**src/rtl/cu_cmd_issuer.sv**
```systemverilog
// -----------------------------------------------------------------------------
// cu_cmd_issuer
// Sequential command issuer for the channel-select control decoder. A channel
// request is accepted over valid/ready. The decoder code lines are then walked
// through PARK -> SELECT -> COMMIT. The decoder's one-hot strobe and commit ack
// are checked, and a status response is returned over valid/ready. The decoder
// itself is purely combinational, so all sequencing lives here.
//
// Parameters
//   SEL_CYCLES : cycles the SELECT code is held (>=1); strobe sampled on last
//   TIMEOUT    : max cycles spent in COMMIT waiting for dec_ack (>=1)
//   ERRW       : width of the saturating error counter
//
// Ports
//   clock       in   rising-edge clock
//   reset       in   synchronous, active-high reset
//   req_valid   in   request present
//   req_ready   out  high only in IDLE
//   req_chan    in   channel to select {b,a}
//   rsp_valid   out  response present, held until rsp_ready
//   rsp_ready   in   response consumed
//   rsp_status  out  00 OK, 01 SEL_MISMATCH, 10 TIMEOUT
//   rsp_chan    out  echo of the accepted req_chan
//   dec_a/dec_b out  channel select lines (a = chan[0], b = chan[1])
//   dec_c..f    out  phase code lines {c,d,e,f}
//   dec_o       out  mode line, tied to command mode (0)
//   dec_sel     in   decoder one-hot channel strobes
//   dec_ack     in   decoder commit ack
//   err_count   out  saturating count of non-OK responses
// -----------------------------------------------------------------------------
module cu_cmd_issuer #(
  parameter int SEL_CYCLES = 2,
  parameter int TIMEOUT    = 8,
  parameter int ERRW       = 8
) (
  input  logic            clock,
  input  logic            reset,
  input  logic            req_valid,
  output logic            req_ready,
  input  logic [1:0]      req_chan,
  output logic            rsp_valid,
  input  logic            rsp_ready,
  output logic [1:0]      rsp_status,
  output logic [1:0]      rsp_chan,
  output logic            dec_a,
  output logic            dec_b,
  output logic            dec_c,
  output logic            dec_d,
  output logic            dec_e,
  output logic            dec_f,
  output logic            dec_o,
  input  logic [3:0]      dec_sel,
  input  logic            dec_ack,
  output logic [ERRW-1:0] err_count
);

  localparam int SCW = (SEL_CYCLES > 1) ? $clog2(SEL_CYCLES) : 1;
  localparam int TW  = (TIMEOUT > 1) ? $clog2(TIMEOUT) : 1;

  localparam logic [SCW-1:0] SEL_LAST = SCW'(SEL_CYCLES - 1);
  localparam logic [TW-1:0]  TMR_LAST = TW'(TIMEOUT - 1);

  // Phase codes on {c,d,e,f}; PARK (d=1) holds every decoder strobe low.
  localparam logic [3:0] CODE_PARK   = 4'b0100;
  localparam logic [3:0] CODE_SELECT = 4'b0001;
  localparam logic [3:0] CODE_COMMIT = 4'b1010;

  localparam logic [1:0] ST_OK       = 2'b00;
  localparam logic [1:0] ST_MISMATCH = 2'b01;
  localparam logic [1:0] ST_TIMEOUT  = 2'b10;

  typedef enum logic [1:0] {
    S_IDLE   = 2'b00,
    S_SELECT = 2'b01,
    S_COMMIT = 2'b10,
    S_RESP   = 2'b11
  } state_t;

  state_t          r_state;
  logic [3:0]      r_code;
  logic            r_a;
  logic            r_b;
  logic            r_req_ready;
  logic            r_rsp_valid;
  logic [1:0]      r_status;
  logic [1:0]      r_chan;
  logic [ERRW-1:0] r_err;
  logic [SCW-1:0]  r_sel_cnt;
  logic [TW-1:0]   r_tmr;

  logic [3:0]      w_exp_sel;
  logic            w_sel_ok;
  logic [ERRW-1:0] w_err_inc;
  logic [1:0]      w_commit_status;

  // Only the exact one-hot of the latched channel is a match; zero,
  // multi-hot and wrong-bit strobes all fall into the mismatch path.
  assign w_exp_sel = 4'b0001 << r_chan;
  assign w_sel_ok  = (dec_sel == w_exp_sel);

  // Error counter sticks at all-ones instead of wrapping.
  assign w_err_inc = (&r_err) ? r_err : (r_err + ERRW'(1'b1));

  // An ack on the final COMMIT cycle still wins over the timeout.
  assign w_commit_status = dec_ack ? ST_OK : ST_TIMEOUT;

  // Command sequencer: owns the decoder code lines, handshakes and status.
  always_ff @(posedge clock) begin
    if (reset) begin
      r_state     <= S_IDLE;
      r_code      <= CODE_PARK;
      r_a         <= 1'b0;
      r_b         <= 1'b0;
      r_req_ready <= 1'b1;
      r_rsp_valid <= 1'b0;
      r_status    <= ST_OK;
      r_chan      <= 2'b00;
      r_err       <= '0;
      r_sel_cnt   <= '0;
      r_tmr       <= '0;
    end else begin
      case (r_state)
        S_IDLE: begin
          if (req_valid && r_req_ready) begin
            r_chan      <= req_chan;
            r_a         <= req_chan[0];
            r_b         <= req_chan[1];
            r_code      <= CODE_SELECT;
            r_req_ready <= 1'b0;
            r_sel_cnt   <= '0;
            r_state     <= S_SELECT;
          end
        end

        S_SELECT: begin
          if (r_sel_cnt == SEL_LAST) begin
            if (w_sel_ok) begin
              r_code  <= CODE_COMMIT;
              r_tmr   <= '0;
              r_state <= S_COMMIT;
            end else begin
              r_code      <= CODE_PARK;
              r_a         <= 1'b0;
              r_b         <= 1'b0;
              r_status    <= ST_MISMATCH;
              r_rsp_valid <= 1'b1;
              r_err       <= w_err_inc;
              r_state     <= S_RESP;
            end
          end else begin
            r_sel_cnt <= r_sel_cnt + SCW'(1'b1);
          end
        end

        S_COMMIT: begin
          if (dec_ack || (r_tmr == TMR_LAST)) begin
            r_code      <= CODE_PARK;
            r_a         <= 1'b0;
            r_b         <= 1'b0;
            r_status    <= w_commit_status;
            r_rsp_valid <= 1'b1;
            if (!dec_ack) begin
              r_err <= w_err_inc;
            end
            r_state     <= S_RESP;
          end else begin
            r_tmr <= r_tmr + TW'(1'b1);
          end
        end

        S_RESP: begin
          // New requests are not queued here; req_ready stays low until IDLE.
          if (rsp_ready) begin
            r_rsp_valid <= 1'b0;
            r_req_ready <= 1'b1;
            r_state     <= S_IDLE;
          end
        end

        default: begin
          r_state     <= S_IDLE;
          r_code      <= CODE_PARK;
          r_a         <= 1'b0;
          r_b         <= 1'b0;
          r_req_ready <= 1'b1;
          r_rsp_valid <= 1'b0;
        end
      endcase
    end
  end

  assign req_ready  = r_req_ready;
  assign rsp_valid  = r_rsp_valid;
  assign rsp_status = r_status;
  assign rsp_chan   = r_chan;
  assign dec_a      = r_a;
  assign dec_b      = r_b;
  assign {dec_c, dec_d, dec_e, dec_f} = r_code;
  assign dec_o      = 1'b0;
  assign err_count  = r_err;

endmodule

```
**config.mk**
```make
export PLATFORM = sky130hd
export DESIGN_NAME = cu_cmd_issuer
export DESIGN_NICKNAME = d
export VERILOG_FILES = /design/src/rtl/cu_cmd_issuer.sv
export SDC_FILE = /design/constraint.sdc
export NUM_CORES = 1
export LEC_CHECK = 0
export ABC_AREA = 1
export BUFFER_PORTS_ARGS = -buffer_cell sky130_fd_sc_hd__buf_2
export CAP_MARGIN = 15
export CORE_MARGIN = 3
export CORE_UTILIZATION = 42
export CTS_CLUSTER_DIAMETER = 120
export DETAILED_ROUTE_END_ITERATION = 10
export PLACE_DENSITY_LB_ADDON = 0.2
export SLEW_MARGIN = 10
export SYNTH_ARGS = -nofsm -noshare
export SYNTH_HDL_FRONTEND = slang
export SYNTH_SLANG_ARGS = --single-unit
```
**constraint.sdc**
```tcl
create_clock -name clock -period 2.2 [get_ports clock]
set_input_delay 0.44 -clock clock [delete_from_list [all_inputs] [get_ports clock]]
set_output_delay 0.44 -clock clock [all_outputs]
set_load 0.1 [all_outputs]
```
# Word level (Yosys, flattened, before mapping)
# Index checks and enable logic that the tools add are counted.
# word_totals
regBits	26
out_inout_bits	21
word_cells	90
# op_classes
add_sub_neg	3
eq_ne	13
shifts	1
mux	43
reduce_logical	19
# ops
operator	n
8-bit 2-to-1 mux	5
2-bit 2-to-1 mux	8
4-bit 2-to-1 mux	4
2-bit inequality test, second input constant	8
8-bit case mux with 2 select lines	1
4-bit AND reduction	4
5-bit AND reduction	3
1-bit 2-to-1 mux	13
4-bit case mux with 3 select lines	1
3-bit 2-to-1 mux	3
1-bit case mux with 3 select lines	3
8-bit by 1-bit adder with 8-bit output, second input constant	1
2-bit case mux with 4 select lines	1
8-bit AND reduction	1
3-bit case mux with 2 select lines	1
2-bit nonzero test	3
3-bit nonzero test	2
2-bit equality test, second input constant	2
4-bit equality test	1
1-bit case mux with 2 select lines	2
2-bit case mux with 2 select lines	1
2-bit AND reduction	2
1-bit by 2-bit left shift with 4-bit output, first input constant	1
3-bit by 1-bit adder with 3-bit output, second input constant	1
7 further kinds	7

# Longest topological paths before layout
# depth
word_depth	5
ltp_mapped	12
depth_no_buf	11

# Worst setup path after synthesis
# No wires, ideal clock.
# synth_timing
kind	reg2reg
from	register r_err[0], in the netlist err_count[0]
to	register r_err[0], in the netlist err_count[0]
arrival_time_ns	2.029
t_required_ns	2.071
path_slack_ns	0.042
stages_incl_launch_ff	11
path_buffers	0
cell_sequence	dfxtp_1 -> ha_1 -> nand2_1 -> nor2_1 -> nand2_1 -> nand2_1 -> inv_1 -> nand3_1 -> nand2_1 -> nand2_1 -> nor2_1
# synth_via
elab_chain_len	5
# synth_rtl
item	line_no	rtl
from (decl)	87	logic [ERRW-1:0] r_err;
from (signal assigned)	147	r_err <= w_err_inc;
from (signal assigned)	163	r_err <= w_err_inc;
8-bit by 1-bit adder with 8-bit output or 8-bit AND reduction (tied branches)	102	assign w_err_inc = (&r_err) ? r_err : (r_err + ERRW'(1'b1));
8-bit 2-to-1 mux *	102	
8-bit 2-to-1 mux, on equally long branches	162, 137	
8-bit 2-to-1 mux, on equally long branches	156, 136	
8-bit case mux with 2 select lines *	122	case (r_state)
# Every way passes the cells marked *; elsewhere a longest branch is shown, timed or not. The select of a mux whose other input is x is not followed.
# A chain may end at the register's enable or synchronous reset.

# Final worst setup path
# layout_timing
from	register r_state[1]
to	register r_err[1], in the netlist err_count[1]
# layout_via
elab_chain_len	3
# layout_rtl
item	line_no	rtl
from (decl)	79	state_t r_state;
from (signal assigned)	110	r_state <= S_IDLE;
from (signal assigned)	131	r_state <= S_SELECT;
from (signal assigned)	140	r_state <= S_COMMIT;
2-bit equality test or 2-bit by 1-bit equality test with 1-bit output (tied branches)	122	
2-bit inequality test (no line) or 2-bit nonzero test (tied branches)	n/a	
5-bit AND reduction (no line)	n/a	
# Several ways; a longest one is shown, not always the timed one.

==> impl_metrics.yaml <==
sta:
  period_needed_ns: 1.821
  clock_skew_ns: 0.01018
  setup_viol: 0
  timing.setup.tns_ns: 0
  whs_ns: 0.4069
  finalCritPeriodShare_pct: 82.78
  max_freq_mhz: 549.1
  slew_viol_final: 0
  hold_viol: 0
  grt_setup_unrepaired: "false"
power_and_ir_drop:
  switchingPower_mw: 1.497
  clkPwrFrac_pct: 8.9
  p_leak_nw: 0.8545
  p_comb_share_pct: 63.9
  p_int_mw: 1.004
  swShare_pct: 59.84
  ir_drop_mv: 0.6638
  p_per_area_nw_per_um2: 1476
  power_frac_seq_pct: 27.2
critical_path:
  path_cells: "inv_1 -> ha_1 -> inv_2 -> nor2_2 -> a21oi_2 -> inv_2 -> nor2_4 -> nand3_1 -> nand2_1 -> nand2_1 -> nor2_1"
  crit_type: "reg -> reg"
  cpPeakStageDelay_ns: 0.43
  path_buf_inv: 3
  arrival_ns: 2.11
  setup.worst_path.end_class: "register"
  cp_slowest_cell: "dfxtp_1"
  crit_fanout: 13
  startpoint_type: "register"
  cp.required_ns: 2.49
  cp_top_family: "simple AND/OR/NAND/NOR gates"
global_routing:
  grt_antenna_before_repair: 0
  grt_max_degree: 20
  grt_pass1_wl_um: 5506
  grt.total_usage_pct: 16.36
  first_global_vias: 1291
  grt_overflow: 0
synthesis:
  syn_area_um2: 1503
  synth_xor_xnor_area_share_pct: 0
  ys_ff_latch: 25
  synth_simple_gate_area_share_pct: 39.05
  synth_top_family_by_area: "simple AND/OR/NAND/NOR gates"
  syn-num-nets: 248
  yosysUniqueCellTypes: 26
  ys_warn_count: 0
  synth_fa_ha_area_share_pct: 7.494
  syn_area_per_cell_um2: 6.591
  yosysSeqAreaShare_pct: 33.31
  synth_compound_area_share_pct: 8.326
  synthCells: 228
  synth_mux_area_share_pct: 0
cts:
  post_cts.repair.setup_buffers: 0
  clock_path_buffers: 2
  cts.clk_slew.worst_paths_ns: 0.15
  cts_buffers: 3
  cts_tree: "done"
  postCtsHoldBufs: 0
  clock_latency_ns: 0.34
  h-tree-depth: 1
  cts-root-buf: "clkbuf_4"
  cts_resized: 0
  clock_sinks: 25
die:
  die_y_um: 65.82
  initial_utilization_pct: 44.33
  die-area_um2: 4332
  row_count: 21
  core_um2: 3390
  io-pin-count: 32
  die-width_um: 65.82
finish:
  num-nets-final: 277
  instances_no_fill: 302
  layout_commonest_cell: "nand2_1"
  design_area_um2: 1694
  layout_common_cells: "59 x nand2_1, 38 x nor2_1, 30 x buf_2"
  antennaDiodeCount: 0
  drive_gt1_share_pct: 18.75
  nFillCells: 354
  syn_to_final_growth_pct: 12.74
place:
  placed_cells: 298
  place_area_um2: 1664
  gp_congestion: 0.8772
  hpwl_um: 2441
  io_buffers: 30
detailed_routing:
  drt_first_pass_iters: 4
  vias: 1414
  routed_wl_um: 3171
  drtIter0Drc: 99
  ant_nets: 0
  avgViaCountPerCell: 4.682
  wire_per_inst_um: 10.50
  drc: 0
hold_path:
  min_path_type: "in -> reg"
run_status:
  status: "completed"
job:
  cap_viol_max_count: 0
## cell families (layout without fill, tap and decap cells)
kind of cell	count (synthesis)	count (layout)
adder cells (fa/ha/maj)	9	9
other	1	1
AO/OA/AOI/OAI	23	23
flip-flops	25	25
AND/OR/NAND/NOR	130	130
buffers and inverters	40	68
## through the flow
| step | setup WS [ns] | power, mW | util (%) |
|---|---|---|---|
| after detailed placement | 0.3770 | 2.294 | 49.10 |
| after global placement | 0.4226 | 2.287 | 49.10 |
| after CTS | 0.3741 | 2.524 | 49.98 |
| after global routing | 0.1338 | 2.708 | 49.98 |
| after floorplan | 0.04236 | 2.060 | - |
| final | 0.3789 | 2.501 | 49.98 |
## worst reg2reg max path: stages, from the launching register on
cell	delay, ns
dfxtp_1	0.43
inv_1	0.10
ha_1	0.27
inv_2	0.08
nor2_2	0.05
a21oi_2	0.13
inv_2	0.07
nor2_4	0.25
nand3_1	0.18
nand2_1	0.09
nand2_1	0.05
nor2_1	0.09
## final timing paths
check / slack (ns) / endpoint / start / cells past startpoint
max: 0.38 / err_count[1] / r_state[1] / 11
min: 0.41 / rsp_chan[1] / req_chan[1] / 3
min reg2reg: 0.47 / dec_a / dec_a / 2
max reg2reg: 0.38 / err_count[1] / r_state[1] / 11
## final cells by class
cell class,count,area (um2),share of cell area (%)
clock buffer,3,22.52,1.329
clock inverter,1,7.507,0.4431
inverter,34,127.6,7.533
multi-input combinational,163,828.3,48.89
sequential,25,500.5,29.54
tap,46,57.56,3.397
timing repair buffer,30,150.1,8.863
## registers in the layout (all words and copies together) (netlist names)
name,count
rsp_status,2
err_count,8
r_code,3
dec_b,1
r_tmr,3
rsp_valid,1
dec_a,1
r_state,2
req_ready,1
rsp_chan,2
r_sel_cnt,1
## metal layers
| metal | up-vias | wire length (um) | track usage [%] |
|---|---|---|---|
| li1 | 774 | - | - |
| met1 | 604 | 1558 | 20.65 |
| met2 | 28 | 1406 | 26.41 |
| met3 | 8 | 133 | 3.571 |
| met4 | 0 | 74 | 7.513 |
| met5 | - | 0 | 0 |
## cell usage after synthesis
library cell,n,area [um2]
nor3_2,1,10.01
nor2_4,1,11.26
buf_4,2,15.01
o21ai_0,9,45.04
a21oi_1,11,55.05
nand2_2,1,6.260
nand4_1,5,31.28
and3_1,1,6.260
buf_2,1,5.000
dfxtp_1,25,500.5
nor2_1,38,142.6
ha_1,9,112.6
a21oi_2,2,17.52
nand3_1,14,70.07
inv_1,29,108.9
nand3_2,2,20.02
nand4_4,1,21.27
o211ai_1,1,7.510
buf_6,2,22.52
clkbuf_1,1,3.750
inv_2,5,18.77
nand3b_1,4,30.03
conb_1,1,3.750
nor2_2,1,6.260
nand2_1,59,221.5
nor3_1,2,10.01
## power by group through the flow
| stage | clock (mW) | sequential (mW) | combinational (mW) |
|---|---|---|---|
| 4_1_cts | 0.235 | 0.683 | 1.61 |
| 5_1_grt | 0.248 | 0.706 | 1.75 |
| 6_report | 0.222 | 0.681 | 1.60 |
| 3_5_place_dp | 0 | 0.693 | 1.60 |
| 2_1_floorplan | 0 | 1.30 | 0.758 |
| 3_3_place_gp | 0 | 0.692 | 1.59 |
(Power assumes the default switching activity.)
